--- src/rtl/logic_op_responder.sv ---
// Two-stage handshaked responder for the 4-operand logical-operator interface.
// Stage 1 registers operands/opcode, stage 2 registers the scalar (x) and bitwise (y) results.
module logic_op_responder #(
    parameter int unsigned W     = 4,
    parameter int unsigned CNT_W = 8
) (
    input  logic             clk,
    input  logic             rst_n,
    input  logic             in_valid,
    output logic             in_ready,
    input  logic [W-1:0]     a,
    input  logic [W-1:0]     b,
    input  logic [W-1:0]     c,
    input  logic [W-1:0]     d,
    input  logic [2:0]       op,
    output logic             out_valid,
    input  logic             out_ready,
    output logic             x,
    output logic [W-1:0]     y,
    output logic [CNT_W-1:0] op_count,
    output logic             err
);

    localparam logic [2:0] OpAndOr = 3'd0;
    localparam logic [2:0] OpOrAnd = 3'd1;
    localparam logic [2:0] OpNand4 = 3'd2;
    localparam logic [2:0] OpXor4  = 3'd3;
    localparam logic [2:0] OpEqNe  = 3'd4;

    logic             s1_valid_q;
    logic [W-1:0]     s1_a_q, s1_b_q, s1_c_q, s1_d_q;
    logic [2:0]       s1_op_q;
    logic             s2_valid_q;
    logic             x_q;
    logic [W-1:0]     y_q;
    logic [CNT_W-1:0] op_count_q;
    logic             err_q;

    logic             s1_load, s2_load;
    logic             x_d;
    logic [W-1:0]     y_d;
    logic             rsv_d;

    // Ready ripples back combinationally from out_ready; there is no skid buffer.
    assign s2_load  = !s2_valid_q || out_ready;
    assign s1_load  = !s1_valid_q || s2_load;
    assign in_ready = rst_n && s1_load;

    always_comb begin
        x_d   = 1'b0;
        y_d   = '0;
        rsv_d = 1'b0;
        case (s1_op_q)
            OpAndOr: begin
                x_d = ((|s1_a_q) && (|s1_b_q)) || ((|s1_c_q) && (|s1_d_q));
                y_d = (s1_a_q & s1_b_q) | (s1_c_q & s1_d_q);
            end
            OpOrAnd: begin
                x_d = ((|s1_a_q) || (|s1_b_q)) && ((|s1_c_q) || (|s1_d_q));
                y_d = (s1_a_q | s1_b_q) & (s1_c_q | s1_d_q);
            end
            OpNand4: begin
                x_d = !((|s1_a_q) && (|s1_b_q) && (|s1_c_q) && (|s1_d_q));
                y_d = ~(s1_a_q & s1_b_q & s1_c_q & s1_d_q);
            end
            OpXor4: begin
                y_d = s1_a_q ^ s1_b_q ^ s1_c_q ^ s1_d_q;
                x_d = ^y_d;
            end
            OpEqNe: begin
                x_d = (s1_a_q == s1_b_q) && (s1_c_q != s1_d_q);
                y_d = ~(s1_a_q ^ s1_b_q);
            end
            default: rsv_d = 1'b1;
        endcase
    end

    always_ff @(posedge clk or negedge rst_n) begin
        if (!rst_n) begin
            s1_valid_q <= 1'b0;
            s1_a_q     <= '0;
            s1_b_q     <= '0;
            s1_c_q     <= '0;
            s1_d_q     <= '0;
            s1_op_q    <= '0;
            s2_valid_q <= 1'b0;
            x_q        <= 1'b0;
            y_q        <= '0;
            op_count_q <= '0;
            err_q      <= 1'b0;
        end else begin
            if (s1_load) begin
                s1_valid_q <= in_valid;
                if (in_valid) begin
                    s1_a_q  <= a;
                    s1_b_q  <= b;
                    s1_c_q  <= c;
                    s1_d_q  <= d;
                    s1_op_q <= op;
                end
            end
            if (s2_load) begin
                s2_valid_q <= s1_valid_q;
                if (s1_valid_q) begin
                    x_q <= x_d;
                    y_q <= y_d;
                    if (rsv_d) begin
                        err_q <= 1'b1;
                    end
                end
            end
            if (s2_valid_q && out_ready) begin
                op_count_q <= op_count_q + 1'b1;
            end
        end
    end

    assign out_valid = s2_valid_q;
    assign x         = x_q;
    assign y         = y_q;
    assign op_count  = op_count_q;
    assign err       = err_q;

endmodule

--- config.mk ---
export PLATFORM = sky130hd
export DESIGN_NAME = logic_op_responder
export DESIGN_NICKNAME = d
export VERILOG_FILES = /design/src/rtl/logic_op_responder.sv
export SDC_FILE = /design/constraint.sdc
export NUM_CORES = 1
export LEC_CHECK = 0
export BUFFER_PORTS_ARGS = -buffer_cell sky130_fd_sc_hd__clkbuf_2
export CELL_PAD_IN_SITES_DETAIL_PLACEMENT = 1
export CELL_PAD_IN_SITES_GLOBAL_PLACEMENT = 2
export CORE_MARGIN = 5
export CORE_UTILIZATION = 32
export DETAILED_ROUTE_END_ITERATION = 10
export PLACE_DENSITY_LB_ADDON = 0.1
export REMOVE_ABC_BUFFERS = 1
export SLEW_MARGIN = 20
export SYNTH_ARGS = -nofsm -noshare
export SYNTH_HDL_FRONTEND = slang
export SYNTH_SLANG_ARGS = --single-unit
export TNS_END_PERCENT = 20
--- constraint.sdc ---
create_clock -name clk -period 1.9 [get_ports clk]
set_clock_uncertainty 0.2 [all_clocks]
set_input_delay 0.095 -clock clk [delete_from_list [all_inputs] [get_ports clk]]
set_output_delay 0.095 -clock clk [all_outputs]
set_load 0.03 [all_outputs]
* After elaboration in Yosys (flattened, before gate mapping)
Cells that the tools add are included.
** Operators by class
- Bitwise logic cells :: 14
- Equality and inequality tests :: 6
- Multiplexer cells :: 2
- $lt $le $gt $ge :: 0
- Shift operators :: 0
- Multiply operators :: 0
- Divide/modulo/power cells :: 0
- Reductions and logical operators :: 26
- $add $sub $neg :: 1
** Operators with widths (number)
- $and A4 B4 Y4 :: 5
- $pmux W4 S5 :: 1
- $reduce_or A4 Y1 :: 4
- $or A4 B4 Y4 :: 3
- $xor A4 B4 Y4 :: 3
- $add A8 B1 Y8 const B :: 1
- $logic_and A1 B1 Y1 :: 8
- $not A4 Y4 :: 2
- $eq A3 B2 Y1 const B :: 2
- $logic_or A1 B1 Y1 :: 5
- $pmux W1 S5 :: 1
- $reduce_or A5 Y1 :: 1
- $eq A4 B4 Y1 :: 1
- $ne A4 B4 Y1 :: 1
- $reduce_and A2 Y1 :: 2
- $reduce_xor A4 Y1 :: 1
- $eq A3 B1 Y1 const B :: 1
- $eq A3 B3 Y1 const B :: 1
- $logic_not A1 Y1 :: 3
- $logic_not A3 Y1 :: 1
- $reduce_and A3 Y1 :: 1
- $not A1 Y1 :: 1
** Word-level totals
- Word-level logic and storage cells :: 60
- Register bits after elaboration :: 35
- Input port bits :: 23
- Bits in read-only memories :: 0
- Memories :: 0
- Output and inout port bits :: 16
- Memory bits (writable) :: 0
- Latch bits :: 0

* Longest topological paths before layout
- Word-level depth :: 6
- Mapped depth :: 7
- Depth with buffers taken out :: 7

* Worst setup path before layout
OpenSTA, ideal clock, no wires.
- Path type :: reg-to-reg
- Start :: register s1_a_q[2]
- End :: register x_q (netlist: x)
- Buffers on the path :: 0
- Required time :: 1.566 ns
- Period minus slack after synthesis :: 1.985 ns
- Stages on the path, launching flop included :: 8
- Slack :: -0.085 ns
- Library setup time :: 0.134 ns
- Data arrival time :: 1.651 ns
- Path through :: dfrtp_1 -> inv_1 -> ha_1 -> xnor3_2 -> xnor3_1 -> xor3_1 -> nand3_1 -> nand4b_1
** On the way
- Longest elaborated chain between the ends :: 6
- Elaborated cells on any way between the ends :: 15
- Those cells by class :: 1 x eq/ne; 1 x mux; 3 x bitwise; 10 x reduce/logical
** RTL lines
- start, declared :: RTL line 31 : logic [W-1:0] s1_a_q, s1_b_q, s1_c_q, s1_d_q;
- start signal, assigned :: RTL line 81 : s1_a_q <= '0;
- start signal, assigned :: RTL line 95 : s1_a_q <= a;
- branches (longest 5 deep; another with $xor A4 B4 Y4)
- $pmux W1 S5 (*) :: RTL line 53 : case (s1_op_q)
- end signal, assigned :: RTL line 87 : x_q <= 1'b0;
- end signal, assigned :: RTL line 105 : x_q <= x_d;
- end, declared :: RTL line 34 : logic x_q;
Every way passes the cells marked *.
A chain may end at the register's enable or synchronous reset.

* Final worst setup path
- Start :: register s1_a_q[1]
- End :: register x_q (netlist: x)
Same word-level chain as after synthesis.

==> summary.txt <==
Floorplanning
  • Num rows: 29
  • Initial core utilization: 0.3256
  • Die height: 90.15 µm
  • Core Box Area: 0.006314 mm²
  • Die area: 0.008127 mm²
  • Die width: 90.15 µm
  • Io pins: 39

Clock tree
  • Clock Root Buffer: clkbuf_8
  • Clk buf depth: 2
  • H-tree depth: 2
  • Clock insertion delay at the later pin of the skew report: 0.28 ns
  • Clock Sinks: 35
  • Clk slew on worst S/H paths: 0.07 ns
  • TritonCTS clock tree: built
  • CTS buffer count: 5

STA
  • Final worst slack: -0.05517 ns
  • Fin. max-slew vios: 0
  • Endpoints failing setup: 1
  • Worst-margin pin slew: 0.5366 ns
  • Post-layout min period: 1.955 ns
  • Highest clock rate: 511.5 MHz
  • Final hold violations: 0
  • Fin crit share: 1.029
  • Unrepaired setup endpoints after global routing: true
  • Rel. slew slack: 0.6422

Global routing
  • Vias in the first global route: 1952
  • Largest net degree at the start of global routing: 36
  • GRT overflow: 0
  • Initial antenna violation count: 0
  • Global-route wire length before repair: 9.597 mm
  • All-Layer GR Usage: 0.1442

Yosys
  • Register area share after synthesis: 0.4260
  • Synthesized instance count: 189
  • Primary FF master, synth: dfrtp_1
  • Avg Synthesized Cell Area: 10.88 µm²
  • Yosys warnings: 0
  • Synth Cell Area: 0.002056 mm²
  • Yosys reg bits: 35
  • Synth async-reset ratio: 1.000
  • Post-synth EDFFs: 0
  • Post-synthesis cell type count: 39

Drt
  • First-pass DRT Iterations: 4
  • Wire per inst: 16.21 µm
  • Initial DRC Count: 43
  • Total number of vias: 1741
  • Via-to-Cell Ratio: 4.932
  • DRC viols: 0
  • Routed WL: 5.722 mm
  • Post-route ant nets: 0

Setup path
  • Crit-path leading delay family: XOR/XNOR gates
  • CP cell instances: inv_1 > ha_4 > xnor2_2 > xnor2_2 > xor3_1 > nand3_1 > nand4b_1
  • Critical path's slowest cell: xor3_1
  • Most used cell, CP: xnor2_2
  • Crit path arrival time: 1.92 ns
  • End point of the critical path: x
  • Reg2reg path depth: 7
  • Worst path depth: 7
  • Launch point of the worst path: s1_a_q[1]
  • Reg2Reg Launch Point: s1_a_q[1]
  • Crit path required time: 1.86 ns
  • CP bufs+invs: 1
  • Worst setup SP type: flip-flop
  • Crit-path max cell delay: 0.43 ns
  • Worst R2R Setup Slack: -0.06 ns
  • Kind of critical path: reg -> reg
  • Crit-path max FO: 2
  • End of the worst register-to-register path: x
  • Crit end category: flip-flop

Final layout
  • Final non-filler cell area: 0.002913 mm²
  • N_diodes: 0
  • Post-Layout Cell Count: 353
  • Layout Area Growth over Synthesis: 41.69%
  • Layout net count: 315
  • Share of layout cells above drive strength 1: 0.3696

Run status
  • Failing checks: negative setup slack
  • Status: finished with violations

Placed design
  • Dpl ws: -0.1743 ns
  • GPL Wtd Cong: 0.8638
  • Post-DP Area: 0.002494 mm²
  • Placed cells: 321
  • Dpl hpwl: 4.398 mm
  • PortBufs: 38

Worst hold path
  • Worst min-delay path class: reg -> reg

Pwr
  • Pwr dens: 1072 mW/mm²
  • Lkg Pwr: 1.380 nW
  • VDD IR max: 0.0005871 V

Flow run
  • Max_cap viols: 0
## per-stage QoR
| step | setup TNS (ns) | hold WS, ns | utilization | total power, mW |
|---|---|---|---|---|
| after floorplan | -0.08522 | -0.4006 | - | 1.881 |
| final | -0.05517 | 0.2847 | 0.4614 | 3.122 |
| after detailed placement | -0.1801 | 0.09253 | 0.3950 | 2.353 |
| after global routing | -0.1888 | 0.3072 | 0.4614 | 3.329 |
| after global placement | -0.1032 | 0.07512 | 0.3950 | 2.308 |
| after CTS | -0.1375 | 0.2911 | 0.4522 | 3.120 |
## final cells by class
type | count | area (µm²)
well taps | 77 | 96.34
inverters | 16 | 60.06
clock inverters | 2 | 35.03
repair buffers | 85 | 613.1
clock buffers | 6 | 82.58
fillers | 714 | 3401
flip-flops and latches | 35 | 875.8
multi-input cells | 132 | 1150
## sequential cells by signal, summed over array words and instances (netlist names)
signal,flops
out_valid,1
x,1
s1_valid_q,1
s1_c_q,4
y,4
s1_op_q,3
op_count,8
s1_d_q,4
s1_b_q,4
err,1
s1_a_q,4
## cell usage in the layout (no fill, tap or decap), types with 4 or more instances in the layout
master | Yosys | routed
mux2_2 | 20 | 20
xnor2_1 | 8 | 6
nand2b_1 | 4 | 4
xor2_1 | 6 | 6
clkbuf_2 | 0 | 38
clkbuf_8 | 0 | 6
dlygate4sd3_1 | 0 | 23
nor2_1 | 9 | 9
inv_1 | 16 | 16
nor4_1 | 4 | 4
o21ai_0 | 8 | 7
nand4_1 | 4 | 4
nand2_1 | 11 | 11
dfrtp_1 | 35 | 35
buf_4 | 0 | 23
ha_1 | 17 | 15
## power breakdown
| part | total (mW) | switching, mW | internal (mW) |
|---|---|---|---|
| Combinational | 1.32 | 0.676 | 0.649 |
| Sequential | 1.09 | 0.185 | 0.906 |
| Clock | 0.707 | 0.282 | 0.425 |
| Total | 3.12 | 1.14 | 1.98 |
## routing by layer
metal / share of wire / GRT usage
met1: 0.43 / 0.1703
met2: 0.52 / 0.2622
met3: 0.032 / 0.03339
met4: 0.021 / 0.03474
met5: 0 / 0
## how the worst min path moves through the flow
stage | from | end | slack [ns] | cells past startpoint
2_1_floorplan | rst_n | err | -0.40 | 0
3_3_place_gp | rst_n | s1_d_q[2] | 0.08 | 2
3_5_place_dp | rst_n | s1_c_q[2] | 0.09 | 2
4_1_cts | err | err | 0.29 | 1
5_1_grt | err | err | 0.31 | 1
6_report | err | err | 0.28 | 1
## kinds of logic after synthesis
| kind of cell | after synthesis | share of synthesized area |
|---|---|---|
| muxes | 20 | 0.1096 |
| xor gates and xnor gates | 17 | 0.09373 |
| adders and majority gates | 17 | 0.1035 |
| AOI/OAI and AO/OA | 28 | 0.09069 |
| and+or+nand+nor | 50 | 0.1309 |
| DFF | 35 | 0.4260 |
| buffers and inverters | 22 | 0.04565 |
## Yosys cell counts, types with 2 or more instances
cell type | n | share of area
a21oi_1 | 4 | 0.0097
a22oi_1 | 2 | 0.0073
a31oi_1 | 3 | 0.0091
buf_2 | 3 | 0.0073
clkbuf_1 | 2 | 0.0037
dfrtp_1 | 35 | 0.43
ha_1 | 17 | 0.10
inv_1 | 16 | 0.029
mux2_2 | 20 | 0.11
nand2_1 | 11 | 0.020
nand2b_1 | 4 | 0.012
nand3_1 | 3 | 0.0073
nand3b_1 | 2 | 0.0073
nand4_1 | 4 | 0.012
nand4b_1 | 2 | 0.0085
nor2_1 | 9 | 0.016
nor3_1 | 5 | 0.012
nor4_1 | 4 | 0.012
o21a_1 | 2 | 0.0073
o21ai_0 | 8 | 0.019
o311ai_0 | 2 | 0.0085
o41ai_1 | 2 | 0.0085
xnor2_1 | 8 | 0.034
xor2_1 | 6 | 0.026
## timing repair
item | 4_1_cts | 5_1_grt
endpoints found under the hold margin | 57 | 0
resized for setup | 3 | 9
pin swaps | 2 | 2
setup endpoints to repair | 2 | 4
hold buffers | 23 | 0
setup buffers | 0 | 1
Note: power is estimated with default switching activity, not from simulation.
